===== config.mk =====
export PLATFORM = sky130hd
export DESIGN_NAME = spi_host_master
export DESIGN_NICKNAME = d
export VERILOG_FILES = /design/src/rtl/spi_host_pkg.sv /design/src/rtl/spi_host_master_half_tick.sv /design/src/rtl/spi_host_master.sv
export SDC_FILE = /design/constraint.sdc
export NUM_CORES = 1
export LEC_CHECK = 0
export ABC_AREA = 1
export BUFFER_PORTS_ARGS = -buffer_cell sky130_fd_sc_hd__buf_2
export CORE_ASPECT_RATIO = 0.7
export CORE_MARGIN = 4
export CORE_UTILIZATION = 36
export CTS_BUF_LIST = sky130_fd_sc_hd__clkbuf_16
export DETAILED_ROUTE_END_ITERATION = 8
export HOLD_SLACK_MARGIN = 0.1
export SYNTH_ARGS = -nofsm -noshare
export SYNTH_HDL_FRONTEND = slang
export SYNTH_HIERARCHICAL = 1
export SYNTH_SLANG_ARGS = --single-unit

===== constraint.sdc =====
create_clock -name CLOCK_27 -period 5.4 [get_ports CLOCK_27]
set_input_delay 1.08 -clock CLOCK_27 [delete_from_list [all_inputs] [get_ports CLOCK_27]]
set_output_delay 1.08 -clock CLOCK_27 [all_outputs]
set_load 0.01 [all_outputs]

===== src/rtl/spi_host_pkg.sv =====
// Shared types and constants for the SPI host master.
package spi_host_pkg;

    typedef enum logic [2:0] {
        IDLE,
        SETUP,
        SHIFT,
        WAIT,
        HOLD,
        GAP
    } state_e;

    localparam logic [1:0] SEL_IO   = 2'd0;
    localparam logic [1:0] SEL_DATA = 2'd1;
    localparam logic [1:0] SEL_OSD  = 2'd2;
    localparam logic [1:0] SEL_NONE = 2'd3;

    // Per-transfer attributes latched when a byte is accepted.
    typedef struct packed {
        logic [1:0] sel;
        logic       last;
    } xfer_t;

    // Active-low select vector {ss3, ss2, ss_io} for a target select code.
    function automatic logic [2:0] sel_decode(input logic [1:0] sel);
        logic [2:0] ss_n;
        ss_n = 3'b111;
        case (sel)
            SEL_IO:   ss_n = 3'b110;
            SEL_DATA: ss_n = 3'b101;
            SEL_OSD:  ss_n = 3'b011;
            default:  ss_n = 3'b111;
        endcase
        return ss_n;
    endfunction

endpackage


===== src/rtl/spi_host_master_half_tick.sv =====
// SCK half-period timer: one-cycle tick at the end of each CLK_DIV-cycle half-period.
module spi_half_tick #(
    parameter int unsigned CLK_DIV = 2
) (
    input  logic clk,
    input  logic rst_n,
    input  logic clr,
    input  logic en,
    output logic tick_c
);

    localparam int unsigned  CW     = (CLK_DIV > 1) ? $clog2(CLK_DIV) : 1;
    localparam logic [CW-1:0] RELOAD = CW'(CLK_DIV - 1);

    logic [CW-1:0] cnt_q;
    logic [CW-1:0] cnt_d;

    assign tick_c = en && (cnt_q == '0);

    // Reload on clear or at each tick, otherwise count down while enabled.
    always_comb begin
        cnt_d = cnt_q;
        if (clr || tick_c) begin
            cnt_d = RELOAD;
        end else if (en) begin
            cnt_d = cnt_q - 1'b1;
        end
    end

    // Counter register.
    always_ff @(posedge clk or negedge rst_n) begin
        if (!rst_n) begin
            cnt_q <= RELOAD;
        end else begin
            cnt_q <= cnt_d;
        end
    end

endmodule


===== src/rtl/spi_host_master.sv =====
// Byte-oriented SPI mode-0 master driving the guest core's SPI slave pins.
module spi_host_master
    import spi_host_pkg::*;
#(
    parameter int unsigned CLK_DIV  = 2,
    parameter int unsigned CS_SETUP = 2,
    parameter int unsigned CS_HOLD  = 2
) (
    input  logic       CLOCK_27,
    input  logic       RESET_N,
    input  logic       cmd_valid,
    output logic       cmd_ready,
    input  logic [7:0] cmd_data,
    input  logic [1:0] cmd_sel,
    input  logic       cmd_last,
    output logic       rsp_valid,
    output logic [7:0] rsp_data,
    output logic       busy,
    output logic       spi_sck,
    output logic       spi_mosi,
    input  logic       spi_miso,
    output logic       spi_ss_io,
    output logic       spi_ss2,
    output logic       spi_ss3
);

    localparam int unsigned   CNT_MAX      = (CS_SETUP > CS_HOLD) ? CS_SETUP : CS_HOLD;
    localparam int unsigned   CNT_W        = (CNT_MAX > 1) ? $clog2(CNT_MAX) : 1;
    localparam logic [CNT_W-1:0] SETUP_RELOAD = CNT_W'(CS_SETUP - 1);
    localparam logic [CNT_W-1:0] HOLD_RELOAD  = CNT_W'(CS_HOLD - 1);

    state_e           state_q, state_d;
    logic [CNT_W-1:0] cnt_q, cnt_d;
    logic [2:0]       bit_q, bit_d;
    logic             sck_q, sck_d;
    logic             mosi_q, mosi_d;
    logic [6:0]       tx_q, tx_d;
    logic [7:0]       rx_q, rx_d;
    xfer_t            xfer_q, xfer_d;
    logic             rsp_pend_q, rsp_pend_d;
    logic             rsp_valid_q, rsp_valid_d;
    logic [7:0]       rsp_data_q, rsp_data_d;
    logic [2:0]       ss_q, ss_d;
    logic             busy_q, busy_d;
    logic             cmd_ready_q, cmd_ready_d;

    logic accept_c;
    logic miso_c;
    logic tick_c;
    logic tick_clr_c;

    assign accept_c = cmd_valid && cmd_ready_q;
    // The guest updates MISO off our own SCK fall, so it is stable at the sample edge.
    assign miso_c   = (xfer_q.sel == SEL_NONE) ? 1'b1 : spi_miso;

    spi_half_tick #(
        .CLK_DIV(CLK_DIV)
    ) u_half_tick (
        .clk   (CLOCK_27),
        .rst_n (RESET_N),
        .clr   (tick_clr_c),
        .en    (state_q == SHIFT),
        .tick_c(tick_c)
    );

    // Next-state, shift-register and output decode.
    always_comb begin
        state_d     = state_q;
        cnt_d       = cnt_q;
        bit_d       = bit_q;
        sck_d       = sck_q;
        mosi_d      = mosi_q;
        tx_d        = tx_q;
        rx_d        = rx_q;
        xfer_d      = xfer_q;
        rsp_pend_d  = 1'b0;
        rsp_valid_d = rsp_pend_q;
        rsp_data_d  = rsp_pend_q ? rx_q : rsp_data_q;
        tick_clr_c  = 1'b0;

        case (state_q)
            IDLE: begin
                if (accept_c) begin
                    tx_d        = cmd_data[6:0];
                    mosi_d      = cmd_data[7];
                    xfer_d.sel  = cmd_sel;
                    xfer_d.last = cmd_last;
                    bit_d       = 3'd0;
                    cnt_d       = SETUP_RELOAD;
                    state_d     = SETUP;
                end
            end
            SETUP: begin
                if (cnt_q == '0) begin
                    tick_clr_c = 1'b1;
                    state_d    = SHIFT;
                end else begin
                    cnt_d = cnt_q - 1'b1;
                end
            end
            SHIFT: begin
                if (tick_c) begin
                    sck_d = !sck_q;
                    // End of a high phase: sample, drop SCK, present next bit.
                    if (sck_q) begin
                        rx_d   = {rx_q[6:0], miso_c};
                        tx_d   = {tx_q[5:0], 1'b0};
                        mosi_d = tx_q[6];
                        bit_d  = bit_q + 3'd1;
                        if (bit_q == 3'd7) begin
                            rsp_pend_d = 1'b1;
                            if (xfer_q.last) begin
                                cnt_d   = HOLD_RELOAD;
                                state_d = HOLD;
                            end else begin
                                state_d = WAIT;
                            end
                        end
                    end
                end
            end
            WAIT: begin
                // Continuation byte: select already low, skip setup, keep latched sel.
                if (accept_c) begin
                    tx_d        = cmd_data[6:0];
                    mosi_d      = cmd_data[7];
                    xfer_d.last = cmd_last;
                    bit_d       = 3'd0;
                    tick_clr_c  = 1'b1;
                    state_d     = SHIFT;
                end
            end
            HOLD: begin
                if (cnt_q == '0) begin
                    cnt_d   = HOLD_RELOAD;
                    state_d = GAP;
                end else begin
                    cnt_d = cnt_q - 1'b1;
                end
            end
            GAP: begin
                if (cnt_q == '0) begin
                    state_d = IDLE;
                end else begin
                    cnt_d = cnt_q - 1'b1;
                end
            end
            default: begin
                state_d = IDLE;
            end
        endcase

        ss_d = 3'b111;
        if (state_d inside {SETUP, SHIFT, WAIT, HOLD}) begin
            ss_d = sel_decode(xfer_d.sel);
        end
        busy_d      = (state_d != IDLE);
        cmd_ready_d = (state_d == IDLE) || (state_d == WAIT);
    end

    // State and output registers.
    always_ff @(posedge CLOCK_27 or negedge RESET_N) begin
        if (!RESET_N) begin
            state_q     <= IDLE;
            cnt_q       <= '0;
            bit_q       <= 3'd0;
            sck_q       <= 1'b0;
            mosi_q      <= 1'b0;
            tx_q        <= 7'd0;
            rx_q        <= 8'd0;
            xfer_q      <= '0;
            rsp_pend_q  <= 1'b0;
            rsp_valid_q <= 1'b0;
            rsp_data_q  <= 8'd0;
            ss_q        <= 3'b111;
            busy_q      <= 1'b0;
            cmd_ready_q <= 1'b1;
        end else begin
            state_q     <= state_d;
            cnt_q       <= cnt_d;
            bit_q       <= bit_d;
            sck_q       <= sck_d;
            mosi_q      <= mosi_d;
            tx_q        <= tx_d;
            rx_q        <= rx_d;
            xfer_q      <= xfer_d;
            rsp_pend_q  <= rsp_pend_d;
            rsp_valid_q <= rsp_valid_d;
            rsp_data_q  <= rsp_data_d;
            ss_q        <= ss_d;
            busy_q      <= busy_d;
            cmd_ready_q <= cmd_ready_d;
        end
    end

    assign cmd_ready = cmd_ready_q;
    assign rsp_valid = rsp_valid_q;
    assign rsp_data  = rsp_data_q;
    assign busy      = busy_q;
    assign spi_sck   = sck_q;
    assign spi_mosi  = mosi_q;
    assign spi_ss_io = ss_q[0];
    assign spi_ss2   = ss_q[1];
    assign spi_ss3   = ss_q[2];

endmodule


======== Word level (Yosys, flattened, before mapping) ========
Cells that the tools add are included.
word-level totals
  bits in registers ....................... 43
  input port bits ......................... 15
  output and inout port bits .............. 16
  logic and storage cells ................. 107
operators by class
  add/subtract/negate cells ............... 3
  equal/unequal tests ..................... 20
  muxes and demuxes ....................... 46
  bitwise gates (word level) .............. 1
  reduce and logical (&&, ||, !) cells .... 21
operators with widths
  kind                                                                    number
  3-bit two-way mux                                                       14
  7-bit two-way mux                                                       3
  1-bit two-way mux                                                       20
  3-bit one-hot mux with 6 select lines                                   1
  7-bit one-hot mux with 2 select lines                                   1
  3-bit by 2-bit equality test with 1-bit output (second input constant)  4
  3-bit equality test (second input constant)                             4
  2-bit inequality test (second input constant)                           6
  3-bit one-hot mux with 3 select lines                                   1
  4-bit nonzero test                                                      2
  3-bit by 1-bit equality test with 1-bit output (second input constant)  2
  3-bit zero test                                                         2
  1-bit one-hot mux with 2 select lines                                   3
  3-bit one-hot mux with 2 select lines                                   1
  3-bit AND reduction                                                     2
  6-bit AND reduction                                                     1
  2-bit nonzero test                                                      3
  2-bit equality test (second input constant)                             2
  1-bit one-hot mux with 4 select lines                                   1
  4-bit AND reduction                                                     1
  2-bit OR reduction                                                      2
  3-bit by 1-bit adder with 3-bit output (second input constant)          1
  3-bit nonzero test                                                      1
  2-bit by 1-bit equality test with 1-bit output (second input constant)  1
  other kinds (9)                                                         12

======== Logic depth before layout (Yosys ltp) ========
  word-level depth ........................ 8
  depth in mapped cells ................... 12
  mapped depth without buffers ............ 12

======== Cells and area by module ========
The synthesis kept the hierarchy.
by module, submodules not included
  module           times used  cells each  area each (µm²)  seq. area each (µm²)
  spi_host_master  1           200         1858.0           1056.0
  spi_half_tick    1           8           58.8             26.3

======== Worst setup path after synthesis ========
OpenSTA, ideal clock, no wires.
  kind .................................... input port to flip-flop
  start ................................... input port cmd_valid
  end ..................................... register ss_q[0]
  library setup time ...................... 0.085 ns
  data arrival time ....................... 1.789 ns
  data required time ...................... 5.315 ns
  path slack .............................. 3.526 ns
  stages on the path ...................... 7
  buffers on the path ..................... 0
  cell sequence ........................... nand2_1 > inv_1 > nand3_2 > o21ai_1 > inv_1 > nor2_1 > nand3_1
RTL lines
  item                    RTL line                RTL
  start: declaration      spi_host_master.sv:11   input logic cmd_valid,
  end signal: assignment  spi_host_master.sv:190  ss_q <= ss_d;
  end: declaration        spi_host_master.sv:43   logic [2:0] ss_q, ss_d;

======== Final worst setup path ========
  start ................................... register state_q[0]
  end ..................................... register bit_q[0]
on the way
  word-level cells in the longest chain between the ends .. 4
  elaborated cells between the ends (all ways) .. 11
  those cells by class .................... 5 x eq/ne; 1 x mux; 5 x reduce/logical
RTL lines
  item                                            RTL line                         RTL
  start: declaration                              spi_host_master.sv:32            state_e state_q, state_d;
  start signal: assignment                        spi_host_master.sv:179           state_q <= state_d;
  3-bit by 2-bit equality test with 1-bit output  spi_host_master.sv:62            .en (state_q == SHIFT),
  1-bit logical AND                               spi_host_master_half_tick.sv:18  assign tick_c = en && (cnt_q == '0);
  named net tick_c                                spi_host_master.sv:49            logic tick_c;
  2-bit inequality test (no source line)          --
  4-bit AND reduction (no source line)            --
  end signal: assignment                          spi_host_master.sv:181           bit_q <= bit_d;
  end: declaration                                spi_host_master.sv:34            logic [2:0] bit_q, bit_d;
The timed path passes the listed nets, and every way through them passes these cells.
A chain may end at the register's enable or synchronous reset.

==> impl_results.html <==
<table>
<tr><th>Metric</th><th>Value</th></tr>
<tr><th colspan="2">Finish</th></tr>
<tr><td>Fill count</td><td>516</td></tr>
<tr><td>Final core area utilization</td><td>45.4%</td></tr>
<tr><td>Layout overhead on the synthesized area</td><td>17.7%</td></tr>
<tr><td>Area of all placed cells without fillers</td><td>2260 sq um</td></tr>
<tr><td>Antenna diode instance count</td><td>0</td></tr>
<tr><td>Layout cell share with drive strength beyond 1</td><td>25.3%</td></tr>
<tr><td>Net count of the finished layout</td><td>257</td></tr>
<tr><th colspan="2">Drt</th></tr>
<tr><td>Via total after detailed routing</td><td>1424</td></tr>
<tr><td>Drt initial violations</td><td>91</td></tr>
<tr><td>Total DRC errors in the routed layout</td><td>0</td></tr>
<tr><td>Remaining antenna violation count</td><td>0</td></tr>
<tr><td>Total detailed-routing wirelength</td><td>3.60 mm</td></tr>
<tr><td>Number of detailed-route iterations in the first pass</td><td>4</td></tr>
<tr><td>Ratio of routed vias to standard cells</td><td>4.59</td></tr>
<tr><td>Wire per inst</td><td>11.6 um</td></tr>
<tr><th colspan="2">CTS</th></tr>
<tr><td>Number of clock buffers inserted by TritonCTS</td><td>5</td></tr>
<tr><td>Worst-case clock buffer depth</td><td>2</td></tr>
<tr><td>H-tree depth reported by CTS</td><td>2</td></tr>
<tr><td>CTS tree</td><td>done</td></tr>
<tr><td>Clock latency reported for the late side of the worst-skew pair</td><td>280 ps</td></tr>
<tr><td>Number of buffers inserted by post-CTS setup repair</td><td>0</td></tr>
<tr><td>Clk slew on worst S/H paths</td><td>60 ps</td></tr>
<tr><td># resized after CTS</td><td>0</td></tr>
<tr><td>Post-cts hold buffer count</td><td>0</td></tr>
<tr><td>Clock sink count</td><td>43</td></tr>
<tr><td>CTS root buffer</td><td>clkbuf_16</td></tr>
<tr><th colspan="2">Job</th></tr>
<tr><td>Maximum capacitance violations</td><td>0</td></tr>
<tr><th colspan="2">Worst setup path</th></tr>
<tr><td>Endpoint of the worst-slack reg-to-reg timing path</td><td>bit_q[0]</td></tr>
<tr><td>Required @ worst endpoint</td><td>5570 ps</td></tr>
<tr><td>R2R Setup Slk</td><td>3210 ps</td></tr>
<tr><td>Class of the most critical setup path</td><td>register to register</td></tr>
<tr><td>CP peak stage delay</td><td>430 ps</td></tr>
<tr><td>Crit-path slowest cell</td><td>dfrtp_1</td></tr>
<tr><td>Worst reg-to-reg path cell count</td><td>11</td></tr>
<tr><td>CP max FO</td><td>18</td></tr>
<tr><td>Arrival time reported for the critical path endpoint</td><td>2360 ps</td></tr>
<tr><td>Critical Path, Cell by Cell</td><td>inv_2, nand2_2, nor2_1, nand2_1, inv_1, inv_1, nor3_2, nand2_2, nand2_4, o21ai_1, o21a_1</td></tr>
<tr><td>Startpoint type of the worst setup path</td><td>register</td></tr>
<tr><td>Type of destination of the critical path</td><td>register</td></tr>
<tr><td>Worst flop-to-flop path startpoint</td><td>state_q[0]</td></tr>
<tr><th colspan="2">Floorplanning</th></tr>
<tr><td>Effective utilization at floorplan</td><td>38.6%</td></tr>
<tr><td>Number of rows in the core area</td><td>21</td></tr>
<tr><td>Die Height</td><td>69.1 um</td></tr>
<tr><td>Placeable core region</td><td>4970 sq um</td></tr>
<tr><td>Total Die Area</td><td>6570 sq um</td></tr>
<tr><td>Number of placed I/O pins</td><td>31</td></tr>
<tr><td>Die width</td><td>95.2 um</td></tr>
<tr><th colspan="2">GRT</th></tr>
<tr><td>Combined global-route utilization of all metal layers</td><td>12.4%</td></tr>
<tr><td>Wire length of the first global-routing pass</td><td>6.46 mm</td></tr>
<tr><td>Via count of the first global-routing pass</td><td>1411</td></tr>
<tr><td>Maximum number of pins on one net before global-route repair</td><td>44</td></tr>
<tr><td>Global route total overflow</td><td>0</td></tr>
<tr><td>Antenna violations before repair</td><td>0</td></tr>
<tr><th colspan="2">Synth</th></tr>
<tr><td>Post-synthesis area per instance</td><td>9.22 sq um</td></tr>
<tr><td>Yosys synthesis warning count</td><td>6</td></tr>
<tr><td>Post-synth top area cell</td><td>dfrtp_1</td></tr>
<tr><td>Fraction of the yosys area taken by sequential cells</td><td>56.5%</td></tr>
<tr><td>Synth Net Count</td><td>225</td></tr>
<tr><td>Cells taking the most area after synthesis</td><td>dfrtp_1, nand2_1, dfstp_2</td></tr>
<tr><td>Number of flip-flops and latches in the synthesized netlist</td><td>43</td></tr>
<tr><td>Gate count of the mapped netlist</td><td>208</td></tr>
<tr><td>Dominant synthesized flop cell</td><td>dfrtp_1</td></tr>
<tr><td>Mapped cell area</td><td>1920 sq um</td></tr>
<tr><td>FFs w/ async S/R, synth</td><td>100%</td></tr>
<tr><td>Cell variety after synth</td><td>32</td></tr>
<tr><td>Post-synth EDFFs</td><td>0</td></tr>
<tr><td>Top cell type's share of synthesized area</td><td>49.6%</td></tr>
<tr><th colspan="2">Placed design</th></tr>
<tr><td>Detailed placement HPWL</td><td>2.61 mm</td></tr>
<tr><td>Worst setup slack after placement</td><td>3230 ps</td></tr>
<tr><td>Instance area after placement</td><td>2110 sq um</td></tr>
<tr><td>Final weighted congestion of routability-driven global placement</td><td>0.878</td></tr>
<tr><td>Number of port buffers</td><td>30</td></tr>
<tr><th colspan="2">Timing</th></tr>
<tr><td>Final Slew Violations</td><td>0</td></tr>
<tr><td>Highest clock frequency the design can meet</td><td>0.458 GHz</td></tr>
<tr><td>Tightest slew margin relative to the limit</td><td>39.3%</td></tr>
<tr><td>Post-route worst setup slack</td><td>3210 ps</td></tr>
<tr><td>Transition time of the tightest slew-check pin</td><td>910 ps</td></tr>
<tr><td>RSZ-0062 raised after global routing</td><td>no</td></tr>
<tr><td>Total negative setup slack</td><td>0 ps</td></tr>
<tr><td>Finish-stage setup viols</td><td>0</td></tr>
<tr><td>Final critical delay including setup and external delays</td><td>2190 ps</td></tr>
<tr><td>Fin crit share</td><td>40.5%</td></tr>
<tr><td>Skew final</td><td>2.17 ps</td></tr>
<tr><td>Final Hold Viols</td><td>0</td></tr>
<tr><th colspan="2">Worst hold path</th></tr>
<tr><td>Start point of the worst min-delay path</td><td>rx_q[4]</td></tr>
<tr><td>Cell count of the worst hold path</td><td>2</td></tr>
<tr><td>Hold WC Path Type</td><td>register to register</td></tr>
<tr><td>Hold EP</td><td>rx_q[4]</td></tr>
<tr><th colspan="2">Power and ir drop</th></tr>
<tr><td>P_leak</td><td>0.00116 uW</td></tr>
<tr><td>Pwr dens</td><td>561 nW/um^2</td></tr>
<tr><td>Overall power of the completed layout</td><td>1260 uW</td></tr>
<tr><td>Maximum vdd ir drop</td><td>188 uV</td></tr>
<tr><th colspan="2">Run status</th></tr>
<tr><td>Result of the run</td><td>complete, no violations</td></tr>
</table>
==> flip-flops by register name, indices dropped and copies added (netlist names) <==
name,count
cmd_ready,1
bit_q,3
xfer_q,3
rsp_valid,1
ss_q,3
rsp_data,8
spi_sck,1
spi_mosi,1
state_q,3
tx_q,7
rsp_pend_q,1
busy,1
cnt_q,1
u_half_tick/cnt_q,1
rx_q,8
==> critical path, delay by kind of cell, from the launching register on <==
kind | cells | cell delay [ps]
and+or+nand+nor | 6 | 1170
AOI/OAI and AO/OA | 2 | 190
buffers and inverters | 3 | 260
DFF | 1 | 430
==> synth_stat cells (all sizes together), types with 2 or more instances <==
master and count:
a31oi 7, mux2 4, dfrtp 38, o21a 2
a21oi 8, dfstp 5, inv 25, nand4 3
buf 5, nand2 52, nand3 18, nor2 21
o21ai 11, ha 2, nor3 2
==> layout make-up <==
cell class / instances / area [sq um] / share of cell area [%]
Inverter: 26 / 98.8 / 4.38
Tap cell: 69 / 86.3 / 3.83
Multi-Input combinational cell: 134 / 697 / 30.9
Timing Repair Buffer: 30 / 150 / 6.66
Clock inverter: 3 / 16.3 / 0.721
Sequential cell: 43 / 1080 / 48.0
Clock buffer: 5 / 125 / 5.55
==> kinds of logic after synthesis <==
group / Yosys count / synth area share (%)
AOI/OAI and AO/OA: 30 / 9.01
xor gates and xnor gates: 1 / 0.457
adders and majority gates: 2 / 1.31
buffers and inverters: 31 / 7.18
DFF: 43 / 56.5
muxes: 4 / 2.35
and+or+nand+nor: 97 / 23.2
==> cell usage in the layout (no fill, tap or decap), types with 2 or more instances in the layout <==
cell type | netlist | final
clkinv_2 | 1 | 2
nand2_1 | 47 | 47
inv_1 | 22 | 23
inv_2 | 3 | 3
nand3_2 | 2 | 2
o21ai_1 | 2 | 2
o21a_1 | 2 | 2
nand3_1 | 16 | 16
o21ai_0 | 8 | 8
mux2_2 | 4 | 4
a21oi_1 | 8 | 8
nand4_1 | 2 | 2
ha_1 | 2 | 2
dfstp_2 | 5 | 5
nand2_4 | 2 | 2
buf_2 | 1 | 30
dfrtp_1 | 38 | 38
a31oi_1 | 7 | 7
clkbuf_16 | 0 | 5
nor2_1 | 20 | 20
nand2_2 | 3 | 3
==> per-stage QoR <==
stage / std cells / hold slack (ps)
finish: 310 / 487
global route: 310 / 518
CTS: 310 / 487
detailed placement: 302 / 472
global placement: 302 / 471
floorplan: 208 / 407
==> worst max path at each step <==
stage,end,start,depth (start not counted)
2_1_floorplan,ss_q[0],cmd_valid,7
3_3_place_gp,ss_q[0],cmd_valid,8
3_5_place_dp,bit_q[0],state_q[0],11
4_1_cts,bit_q[0],state_q[0],11
5_1_grt,tx_q[1],state_q[0],11
6_report,bit_q[0],state_q[0],11
==> where the power goes <==
| part | internal, uW | switching, uW | total [uW] | leakage [uW] |
|---|---|---|---|---|
| clock | 168 | 117 | 285 | 0.0000710 |
| sequential | 450 | 74.3 | 524 | 0.000506 |
| combinational | 159 | 296 | 455 | 0.000582 |
| total | 777 | 487 | 1260 | 0.00116 |
==> layer usage <==
layer  wire [um]  vias to the layer above  global-route usage [%]
li1            -                      738                       -
met1        1970                      637                    19.2
met2        1340                       42                    15.9
met3         253                        7                    4.13
met4          40                        0                    4.32
met5           0                        -                       0
(Power assumes the default switching activity.)
